===== config.mk =====
export PLATFORM = sky130hd
export DESIGN_NAME = bcd_updown_counter
export DESIGN_NICKNAME = d
export VERILOG_FILES = /design/src/rtl/bcd_updown_counter.sv
export SDC_FILE = /design/constraint.sdc
export NUM_CORES = 1
export LEC_CHECK = 0
export ABC_CLOCK_PERIOD_IN_PS = 3350
export BUFFER_PORTS_ARGS = -buffer_cell sky130_fd_sc_hd__buf_4
export CAP_MARGIN = 30
export CORE_UTILIZATION = 50
export DETAILED_ROUTE_END_ITERATION = 10
export MAX_ROUTING_LAYER = met4
export PLACE_DENSITY_LB_ADDON = 0.1
export SKIP_CTS_REPAIR_TIMING = 1
export SLEW_MARGIN = 30
export SYNTH_ARGS = -nofsm -noshare
export SYNTH_HDL_FRONTEND = slang
export SYNTH_SLANG_ARGS = --single-unit

===== constraint.sdc =====
create_clock -name CLK -period 3.35 [get_ports CLK]
set_input_delay 0.1675 -clock CLK [delete_from_list [all_inputs] [get_ports CLK]]
set_output_delay 0.1675 -clock CLK [all_outputs]
set_load 0.005 [all_outputs]

===== src/rtl/bcd_updown_counter.sv =====
// rtl/bcd_updown_counter.sv - multi-digit BCD up/down counter with built-in tick prescaler
// Wraps 0..MAX_BCD both ways with a Carry pulse; Load strobe overrides a coincident step.
module bcd_updown_counter #(
  parameter int                    DIGITS   = 2,
  parameter logic [4*DIGITS-1:0]   MAX_BCD  = 8'h99,
  parameter int                    TICK_DIV = 50_000_000
) (
  input  logic                  CLK,
  input  logic                  Rst,
  input  logic                  En,
  input  logic                  Up,
  input  logic                  Load,
  input  logic [4*DIGITS-1:0]   LoadVal,
  output logic [4*DIGITS-1:0]   result,
  output logic                  Tick,
  output logic                  Carry,
  output logic                  LoadErr
);

  localparam int W  = 4 * DIGITS;
  localparam int PW = $clog2(TICK_DIV);
  localparam logic [PW-1:0] PRE_LAST = PW'(TICK_DIV - 1);

  logic [PW-1:0] pre_q, pre_d;
  logic [W-1:0]  result_q, result_d;
  logic          tick_q, tick_d;
  logic          carry_q, carry_d;
  logic          load_err_q, load_err_d;
  logic          load_ok;

  function automatic logic [W-1:0] bcd_inc(input logic [W-1:0] v);
    logic [W-1:0] r;
    logic         c;
    r = v;
    c = 1'b1;
    for (int k = 0; k < DIGITS; k++) begin
      if (c) begin
        if (v[4*k +: 4] == 4'd9) begin
          r[4*k +: 4] = 4'd0;
        end else begin
          r[4*k +: 4] = v[4*k +: 4] + 4'd1;
          c = 1'b0;
        end
      end
    end
    return r;
  endfunction

  function automatic logic [W-1:0] bcd_dec(input logic [W-1:0] v);
    logic [W-1:0] r;
    logic         b;
    r = v;
    b = 1'b1;
    for (int k = 0; k < DIGITS; k++) begin
      if (b) begin
        if (v[4*k +: 4] == 4'd0) begin
          r[4*k +: 4] = 4'd9;
        end else begin
          r[4*k +: 4] = v[4*k +: 4] - 4'd1;
          b = 1'b0;
        end
      end
    end
    return r;
  endfunction

  function automatic logic all_nibbles_bcd(input logic [W-1:0] v);
    logic ok;
    ok = 1'b1;
    for (int k = 0; k < DIGITS; k++) begin
      if (v[4*k +: 4] > 4'd9) ok = 1'b0;
    end
    return ok;
  endfunction

  always_comb begin
    pre_d      = pre_q;
    result_d   = result_q;
    tick_d     = 1'b0;
    carry_d    = 1'b0;
    load_err_d = 1'b0;
    load_ok    = all_nibbles_bcd(LoadVal) && (LoadVal <= MAX_BCD);

    // A rejected load still swallows any step due this cycle.
    if (Load) begin
      if (load_ok) begin
        result_d = LoadVal;
        pre_d    = '0;
      end else begin
        load_err_d = 1'b1;
      end
    end else if (En) begin
      if (pre_q == PRE_LAST) begin
        pre_d  = '0;
        tick_d = 1'b1;
        if (Up) begin
          if (result_q == MAX_BCD) begin
            result_d = '0;
            carry_d  = 1'b1;
          end else begin
            result_d = bcd_inc(result_q);
          end
        end else begin
          if (result_q == '0) begin
            result_d = MAX_BCD;
            carry_d  = 1'b1;
          end else begin
            result_d = bcd_dec(result_q);
          end
        end
      end else begin
        pre_d = pre_q + 1'b1;
      end
    end
  end

  always_ff @(posedge CLK) begin
    if (Rst) begin
      pre_q      <= '0;
      result_q   <= '0;
      tick_q     <= 1'b0;
      carry_q    <= 1'b0;
      load_err_q <= 1'b0;
    end else begin
      pre_q      <= pre_d;
      result_q   <= result_d;
      tick_q     <= tick_d;
      carry_q    <= carry_d;
      load_err_q <= load_err_d;
    end
  end

  assign result  = result_q;
  assign Tick    = tick_q;
  assign Carry   = carry_q;
  assign LoadErr = load_err_q;

endmodule


==> flow_summary.ini <==
[layout]
diodes = 0
drive_above_1_share_pct = 16.1
design_area_mm2 = 0.00245
fin_util_pct = 60.5
nFillCells = 399
instances_no_fill = 329
final_nets = 298
syn2layout_area_growth_pct = 14.5

[worst_setup_path]
crit_path_cell_trace = inv_1 -> ha_1 -> or4b_4 -> and2_4 -> o31ai_4 -> nand2_2 -> a221oi_1
worstPathRequired_ns = 3.54
cp_top_family = simple AND/OR/NAND/NOR gates
worstReg2RegStart = result[0]
cp_max_fo = 7
crit_buf_inv = 1
crit_type = register to register
critPathLaunch = result[0]
startpoint_type = register
critical-path-max-stage-delay_ns = 0.50
cp-end-kind = register
slowest_stage = or4b_4
crit_arrival_ns = 2.39

[timing]
tns_ns = 0
max-slew-margin-rel_pct = 43.7
rsz0062_at_grt = no
tightest_slew_ns = 0.842
slew_viol_final = 0
layout_min_cycle_time_ns = 2.20
hold_viol = 0
clock_skew_ns = 0.00885
fin_crit_sh_pct = 65.5
setup_violations = 0
fmax_mhz = 455

[clocking]
path_clk_slew_ns = 0.07
htreeDepth = 2
cts_tree = yes
numClockSinks = 37
clk_path_buf_depth = 2
root_buffer = clkbuf_8
numCtsBuffers = 5
clock_latency_ns = 0.30

[hold_path]
min_path_type = input port to register
min-delay-start = Rst

[route]
drtIter0Drc = 150
drt_drc_violations_left = 0
top_layer = met4
finalWirelength_um = 4770
drt_first_pass_iters = 4
wl_met1_um = 2420
dr_wl_met3_um = 253
via_per_inst = 5.88
wl_per_cell_um = 14.5
ant_nets = 0
met2WireLength_um = 2050
vias = 1933

[run_status]
status = finished clean

[power]
p_int_w = 0.000656
p_sw_w = 0.000247
p_total_w = 0.000903
clkPwrFrac_pct = 33.1
p_comb_share_pct = 15.5
seqPwrFrac_pct = 51.4
leakagePower_nw = 0.934
peakVddDrop_v = 0.000295
power.share.switching_pct = 27.4
powerDensity_mw_per_mm2 = 368

[place]
finalWeightedCongestion = 0.910
placed_area_mm2 = 0.00237
dpl.cell_count = 321
dpl.hpwl_um = 3450
port-buffer-count = 23

[synth]
synth_top_family_by_area = simple AND/OR/NAND/NOR gates
yosys.area_share.simple_pct = 30.4
syn-cell-area_mm2 = 0.00214
synth.avg_cell_area_um2 = 8.47
syn_nets = 273
synth_fa_ha_area_share_pct = 4.09
synth_top_flop_cell = dfxtp_1
ys_types = 54
yosysWarnings = 0
synth_compound_area_share_pct = 17.3
synthXorXnorAreaFrac_pct = 9.40
syn_inst = 253
async_flop_share_pct = 0
synth_seq_cells = 37
synth_edf_count = 0
ys_seq_area_share_pct = 34.6
muxShareOfSynthArea_pct = 0.992

[die]
fp.dieW_um = 67.5
num_rows = 23
pin_count = 24
die_area_mm2 = 0.00455
core_area_mm2 = 0.00406
start_util_pct = 52.8
die_h_um = 67.5

[job]
maxCapViolCount = 0

[grt]
first_global_vias = 1668
overflow = 0
antenna_found_initial = 0
track_usage_pct = 24.1
grt_pass1_wl_um = 7950
grt_max_degree = 25
-- metrics by stage --
| stage | hold slack [ns] | setup slack (ns) |
|---|---|---|
| after floorplan | 0.322 | 1.30 |
| after global placement | 0.459 | 1.21 |
| after detailed placement | 0.459 | 1.16 |
| after CTS | 0.148 | 1.15 |
| after global routing | 0.158 | 0.942 |
| final | 0.158 | 1.15 |
-- cell usage after synthesis (3+ instances only) --
master     number  share of area [%]
a2111oi_0       3                1.2
and4_1          3                1.2
clkbuf_1        5               0.88
nand2_1        15                2.6
and3_1          4                1.2
o21ai_0         8                1.9
nand2b_1        3               0.88
nor2_1         35                6.1
and2_1          3               0.88
a221oi_1        7                2.9
buf_2           3               0.70
ha_1            7                4.1
dfxtp_1        37                 35
xor2_1         20                8.2
a21oi_1        12                2.8
nand4_1        12                3.5
inv_1           9                1.6
nor2b_1         3               0.88
nand3_1        17                4.0
xnor2_1         3                1.2
nor3_1          3               0.70
-- path summary, 6_finish.rpt --
path,slack [ns],end,depth (start not counted)
worst max-delay path,1.15,result[4],7
worst min-delay path,0.16,pre_q[6],2
worst max register to register,1.15,result[4],7
worst min register to register,0.49,pre_q[25],2
-- sequential cells by signal, indices dropped and copies added, names as in the netlist --
name	flops
pre_q	26
LoadErr	1
Carry	1
Tick	1
result	8
-- worst register-to-register path: cells and delay by family, from the launching register on --
| kind | cells | cell delay, ns |
|---|---|---|
| flops | 1 | 0.37 |
| buf+inv | 1 | 0.11 |
| simple gates | 3 | 0.81 |
| compound gates | 2 | 0.57 |
| fa+ha+maj | 1 | 0.25 |
-- cells by family after synthesis --
family | count (synthesis)
DFF | 37
xor gates and xnor gates | 23
adders and majority gates | 7
AOI/OAI and AO/OA | 51
muxes | 2
and+or+nand+nor | 115
buffers and inverters | 18
-- layout by cell type (no fill, tap or decap), types with 2 or more instances in the layout --
cell / instances
and4_1: 3
nor4b_2: 2
o21ai_0: 8
or3_1: 2
xnor2_1: 3
dfxtp_1: 37
nor3_1: 2
nand4_2: 2
nand2b_1: 3
xor2_1: 20
clkbuf_8: 5
a21oi_1: 12
inv_1: 9
nor2_1: 35
o31ai_1: 2
o21ai_1: 2
a221oi_1: 7
nand4_1: 12
o21bai_1: 2
and2_1: 3
clkinv_2: 2
nor2b_1: 3
o211a_1: 2
a2111oi_0: 3
a211oi_1: 2
nand2_1: 15
nand3_1: 17
buf_4: 26
ha_1: 7
and3_1: 4
-- layout make-up --
cell class | count | area, µm² | share of cell area [%]
inverter | 10 | 37.5 | 1.53
clock buffer | 6 | 72.6 | 2.96
clock inverter | 2 | 10.0 | 0.408
sequential | 37 | 741 | 30.2
tap | 50 | 62.6 | 2.55
multi-input combinational | 198 | 1340 | 54.4
timing repair buffer | 26 | 195 | 7.95
-- layer usage --
layer  global-route usage (%)  vias to the layer above
met2                     33.4                       47
met4                     6.38                        0
met5                        -                        -
met3                     7.09                        4
li1                         -                      979
met1                     33.6                      903
-- power groups by stage --
stage / logic (W) / clock network [W] / registers [W]
5_1_grt: 0.000156 / 0.000331 / 0.000466
4_1_cts: 0.000139 / 0.000306 / 0.000464
2_1_floorplan: 0.0000925 / 0 / 0.000471
3_3_place_gp: 0.000140 / 0 / 0.000474
3_5_place_dp: 0.000138 / 0 / 0.000474
6_report: 0.000140 / 0.000299 / 0.000464
No activity file was read; power rests on OpenSTA's default activity.
